**src/rtl/serial_pkg.sv**
```systemverilog
// Shared state encoding and counter sizing for the serial pattern transmitter.
package serial_pkg;

  typedef enum logic [1:0] {
    ST_IDLE  = 2'd0,
    ST_SHIFT = 2'd1,
    ST_GAP   = 2'd2
  } tx_state_e;

  localparam int GAP_CNT_W = 4;

  // Bit counter must index WIDTH positions; WIDTH is at least 2.
  function automatic int bit_cnt_w(input int width);
    return (width > 1) ? $clog2(width) : 1;
  endfunction

endpackage

```
**src/rtl/pair_count.sv**
```systemverilog
// Counts adjacent equal-bit positions in a word: XNOR of neighbours, then popcount.
module pair_count
  import serial_pkg::*;
#(
  parameter int WIDTH = 8
) (
  input  logic [WIDTH-1:0]         data_i,
  output logic [$clog2(WIDTH)-1:0] pairs_o
);

  localparam int CNT_W = bit_cnt_w(WIDTH);

  logic [WIDTH-2:0] eq;

  for (genvar gi = 0; gi < WIDTH - 1; gi++) begin : g_eq
    assign eq[gi] = ~(data_i[gi+1] ^ data_i[gi]);
  end

  always_comb begin
    pairs_o = '0;
    for (int i = 0; i < WIDTH - 1; i++) begin
      pairs_o = pairs_o + CNT_W'(eq[i]);
    end
  end

endmodule

```
**src/rtl/serial_pattern_tx.sv**
```systemverilog
// MSB-first serial transmitter with valid/ready word intake, post-word idle gap,
// end-of-word pulse and a registered count of adjacent equal bits.
module serial_pattern_tx
  import serial_pkg::*;
#(
  parameter int WIDTH = 8,
  parameter int GAP   = 1
) (
  input  logic                     clk,
  input  logic                     reset,
  input  logic [WIDTH-1:0]         in_data,
  input  logic                     in_valid,
  output logic                     in_ready,
  output logic                     w,
  output logic                     busy,
  output logic                     done,
  output logic [$clog2(WIDTH)-1:0] pairs
);

  localparam int                   BIT_CNT_W = bit_cnt_w(WIDTH);
  localparam logic [BIT_CNT_W-1:0] BIT_LAST  = BIT_CNT_W'(WIDTH - 1);
  localparam logic [GAP_CNT_W-1:0] GAP_LAST  = GAP_CNT_W'((GAP > 0) ? GAP - 1 : 0);

  tx_state_e            state_q;
  logic [WIDTH-1:0]     shift_q;
  logic [BIT_CNT_W-1:0] bit_cnt_q;
  logic [GAP_CNT_W-1:0] gap_cnt_q;
  logic                 done_q;
  logic [BIT_CNT_W-1:0] pairs_q;
  logic [BIT_CNT_W-1:0] pairs_d;

  pair_count #(
    .WIDTH(WIDTH)
  ) u_pair_count (
    .data_i (in_data),
    .pairs_o(pairs_d)
  );

  // Zeros shift in behind the word, so the register is empty again by the
  // time the last bit leaves and w reads 0 in GAP and IDLE with no extra gating.
  always_ff @(posedge clk or negedge reset) begin
    if (!reset) begin
      state_q   <= ST_IDLE;
      shift_q   <= '0;
      bit_cnt_q <= '0;
      gap_cnt_q <= '0;
      done_q    <= 1'b0;
      pairs_q   <= '0;
    end else begin
      done_q <= 1'b0;
      case (state_q)
        ST_IDLE: begin
          if (in_valid) begin
            shift_q   <= in_data;
            pairs_q   <= pairs_d;
            bit_cnt_q <= '0;
            state_q   <= ST_SHIFT;
          end
        end
        ST_SHIFT: begin
          shift_q <= {shift_q[WIDTH-2:0], 1'b0};
          if (bit_cnt_q == BIT_LAST) begin
            bit_cnt_q <= '0;
            gap_cnt_q <= '0;
            done_q    <= 1'b1;
            state_q   <= (GAP > 0) ? ST_GAP : ST_IDLE;
          end else begin
            bit_cnt_q <= bit_cnt_q + BIT_CNT_W'(1);
          end
        end
        ST_GAP: begin
          if (gap_cnt_q == GAP_LAST) begin
            gap_cnt_q <= '0;
            state_q   <= ST_IDLE;
          end else begin
            gap_cnt_q <= gap_cnt_q + GAP_CNT_W'(1);
          end
        end
        default: state_q <= ST_IDLE;
      endcase
    end
  end

  assign in_ready = (state_q == ST_IDLE);
  assign busy     = (state_q != ST_IDLE);
  assign w        = shift_q[WIDTH-1];
  assign done     = done_q;
  assign pairs    = pairs_q;

endmodule

```
**config.mk**
```make
export PLATFORM = sky130hd
export DESIGN_NAME = serial_pattern_tx
export DESIGN_NICKNAME = d
export VERILOG_FILES = /design/src/rtl/serial_pkg.sv /design/src/rtl/pair_count.sv /design/src/rtl/serial_pattern_tx.sv
export SDC_FILE = /design/constraint.sdc
export NUM_CORES = 1
export LEC_CHECK = 0
export BUFFER_PORTS_ARGS = -buffer_cell sky130_fd_sc_hd__buf_2
export CAP_MARGIN = 20
export CORE_ASPECT_RATIO = 0.7
export CORE_MARGIN = 5
export CORE_UTILIZATION = 45
export CTS_BUF_LIST = sky130_fd_sc_hd__clkbuf_16
export DETAILED_ROUTE_END_ITERATION = 6
export PLACE_DENSITY = 0.69
export SLEW_MARGIN = 20
export SYNTH_ARGS = -nofsm -noshare
export SYNTH_HDL_FRONTEND = slang
export SYNTH_SLANG_ARGS = --single-unit
```
**constraint.sdc**
```tcl
create_clock -name clk -period 1.35 [get_ports clk]
set_input_delay 0.27 -clock clk [delete_from_list [all_inputs] [get_ports clk]]
set_output_delay 0.27 -clock clk [all_outputs]
set_load 0.05 [all_outputs]
```
==> impl_metrics.tcl <==
set metrics [dict create \
    setup_slack_ps -1220 \
    grt_pass1_vias 941 \
    hold_viol 0 \
    multi_input_area_um2 683 \
    cp-end-kind "register" \
    async_flop_share 1.00 \
    slew_headroom 0.679 \
    grt_pass1_wl_um 4470 \
    reg2reg_from "state_q[0]$_DFFE_PN0P_" \
    reg2reg_depth 3 \
    power_frac_seq 0.309 \
    antenna_found_initial 0 \
    fin_crit_sh 1.91 \
    synth.top_cell.area_share 0.435 \
    synth-simple-area-share 0.146 \
    n_antenna_cell 0 \
    portBuffers 17 \
    clock_skew_ps 4.63 \
    hold_depth 3 \
    clkPwrFrac 0.193 \
    holdWs_ps 333 \
    cts-root-buf "clkbuf_16" \
    p_per_area_mw_per_mm2 1970 \
    viasPerCell 5.11 \
    drt_pass1_iterations 4 \
    place_congestion 0.776 \
    slowest_delay_ps 490 \
    placed_cell_area_mm2 0.00142 \
    synth-seq-area-share 0.435 \
    drc 0 \
    synth_top_family_by_area "compound AO/OA/AOI/OAI gates" \
    ir_worst_vdd_mv 0.943 \
    fin_total_pwr_mw 3.18 \
    swShare 0.391 \
    drive_above_1_share 0.371 \
    nFillCells 200 \
    synth_warnings 0 \
    ant_nets 0 \
    yosysTopAreaCell "dfrtp_1" \
    grt_usage 0.158 \
    ys_ff_latch 21 \
    hold_class "primary input to register" \
    avgRoutedWirePerCell_um 13.9 \
    io_pins 18 \
    grt_max_degree 22 \
    crit_slowest_cell "fa_1" \
    drv_slew 0 \
    maxCapViolCount 0 \
    design_area_mm2 0.00161 \
    cts.sinks 21 \
    synth_area_mm2 0.00121 \
    power_frac_comb 0.498 \
    critPathLaunchType "primary input" \
    drt-initial-drc-count 45 \
    netlist_top_cells_area "dfrtp_1 (44%), ha_1 (7.3%), fa_1 (5.0%)" \
    synthToLayoutAreaGrowth_pct 33.6 \
    post-route-util 0.641 \
    cp_data_arrival_time_ps 2710 \
    dieArea_mm2 0.00384 \
    die_h_um 53.3 \
    vias 945 \
    die_w_um 71.9 \
    ys.flop_type "dfrtp_1" \
    synthCells 117 \
    crit_path_cell_trace "buf_8 -> xnor2_2 -> ha_1 -> inv_2 -> fa_1 -> inv_2 -> fa_1 -> ha_4 -> fa_2 -> mux2_4" \
    nNetsFinal 173 \
    ff2ff_setup_slack_ps 70 \
    synth_xor_area_frac 0.0580 \
    p_int_mw 1.93 \
    hold_end "shift_q[1]$_DFFE_PN0P_" \
    syn_nets 138 \
    synth.area.mux_share 0.0269 \
    setup_viol 5 \
    cts_tree "done" \
    clock_path_buffers 2 \
    start_util 0.480 \
    failed_checks "setup timing" \
    crit_fanout 3 \
    h-tree-depth 1 \
    status "complete, but fails checks" \
    fmax_mhz 389 \
    r2r_end "gap_cnt_q[0]$_DFFE_PN0P_" \
    min-delay-start "in_data[1]" \
    grt_overflow 0 \
    synth_compound_area_frac 0.160 \
    place_hpwl_um 1850 \
    critPathKind "primary input to register" \
    clkLatencyLatePin_ps 250 \
    synth_cell_types 35 \
    fin_tns_setup_ps -3420 \
    floorplan.core_area_mm2 0.00251 \
    synth_edf_count 0 \
    wl_um 2560 \
    switchingPower_mw 1.24 \
    path_clk_slew_ps 60 \
    fin_crit_ps 2570 \
    worst_pin_slew_ps 481 \
    cts-buffers-inserted 3 \
    p_leak_nw 0.755 \
    seq_area_um2 527 \
    syn_area_per_cell_um2 10.3 \
    rows 15 \
    required_ps 1490 \
    rsz0062_at_grt "yes" \
    yosys.area_share.adder 0.122 \
]
## per-layer routing
| metal | vias up | share of wire | track usage |
|---|---|---|---|
| met2 | 29 | 0.46 | 0.247 |
| met5 | - | 0 | 0 |
| met3 | 5 | 0.062 | 0.0455 |
| met4 | 0 | 0.016 | 0.0563 |
| li1 | 476 | - | - |
| met1 | 435 | 0.46 | 0.207 |
## state kept, by name, indices dropped and copies added (netlist names)
name       count
state_q        2
bit_cnt_q      3
shift_q        8
pairs          3
done           1
gap_cnt_q      4
## area by class of cell
| type | count | area share |
|---|---|---|
| inverter | 8 | 0.0209 |
| timing repair buffer | 35 | 0.154 |
| multi-input combinational | 83 | 0.424 |
| clock inverter | 1 | 0.00233 |
| sequential | 21 | 0.327 |
| clock buffer | 3 | 0.0465 |
| tap | 34 | 0.0264 |
## cell families after synthesis
group / after synthesis
compound gates: 30
xor+xnor: 8
fa+ha+maj: 10
buf+inv: 13
flops: 21
mux: 3
simple gates: 32
## placed cells by master, fill, tap and decap left out, types with 2 or more instances in the layout
master      n
dfrtp_1    20
buf_4      18
buf_2      13
nand2_1    10
a31oi_1     8
and2_1      7
o21ai_0     7
nor2_1      6
inv_1       5
ha_1        4
xnor2_2     3
xnor2_1     3
inv_2       3
a21oi_1     3
a22o_1      3
clkbuf_16   3
xor2_1      2
o22ai_1     2
mux2_4      2
fa_1        2
ha_2        2
buf_6       2
## critical path: cells and delay by family
family,cells,cell delay (ps)
fa+ha+maj,5,1870
buf+inv,3,190
xor+xnor,1,120
mux,1,270
## power groups by stage
stage | sequential [mW] | combinational [mW] | clock (mW)
CTS | 0.976 | 1.52 | 0.632
global placement | 0.971 | 1.39 | 0
floorplan | 1.18 | 0.852 | 0
global route | 1.01 | 1.75 | 0.663
detailed placement | 0.984 | 1.43 | 0
finish | 0.982 | 1.58 | 0.613
## timing repair
item | CTS | global route
hold buffers | 1 | 0
hold endpoints to repair | 21 | 0
buffers inserted | 0 | 3
pin swaps | 2 | 6
gates resized for setup | 11 | 9
endpoints found under the setup margin | 6 | 8
## cell usage after synthesis (2+ instances only)
cell type  instances
ha_1               7
nor2_1             6
fa_1               3
dfrtp_1           21
inv_1              7
and2_1             7
xnor2_1            6
a21oi_1            4
buf_2              2
nand2_1           11
mux2_2             2
a31oi_1            8
o22ai_1            2
xor2_1             2
o21ai_0            7
a22o_1             3
## worst max-delay path by stage
| stage | start | endpoint | slack (ps) | cells after the start |
|---|---|---|---|---|
| after CTS | in_data[1] | pairs[1]$_DFFE_PN0P_ | -1250 | 10 |
| after detailed placement | in_data[1] | pairs[1]$_DFFE_PN0P_ | -1530 | 10 |
| final | in_data[1] | pairs[1]$_DFFE_PN0P_ | -1220 | 10 |
| after global placement | in_data[1] | pairs[1]$_DFFE_PN0P_ | -1440 | 10 |
| after global routing | in_data[1] | pairs[1]$_DFFE_PN0P_ | -1280 | 10 |
| after floorplan | in_data[2] | pairs[1]$_DFFE_PN0P_ | -1280 | 9 |
## per-stage QoR
step / setup slack, ps / instances
after floorplan: -1280 / 117
after global placement: -1440 / 177
after detailed placement: -1530 / 177
after CTS: -1250 / 182
after global routing: -1280 / 185
final: -1220 / 185
No activity file was read; power rests on OpenSTA's default activity.
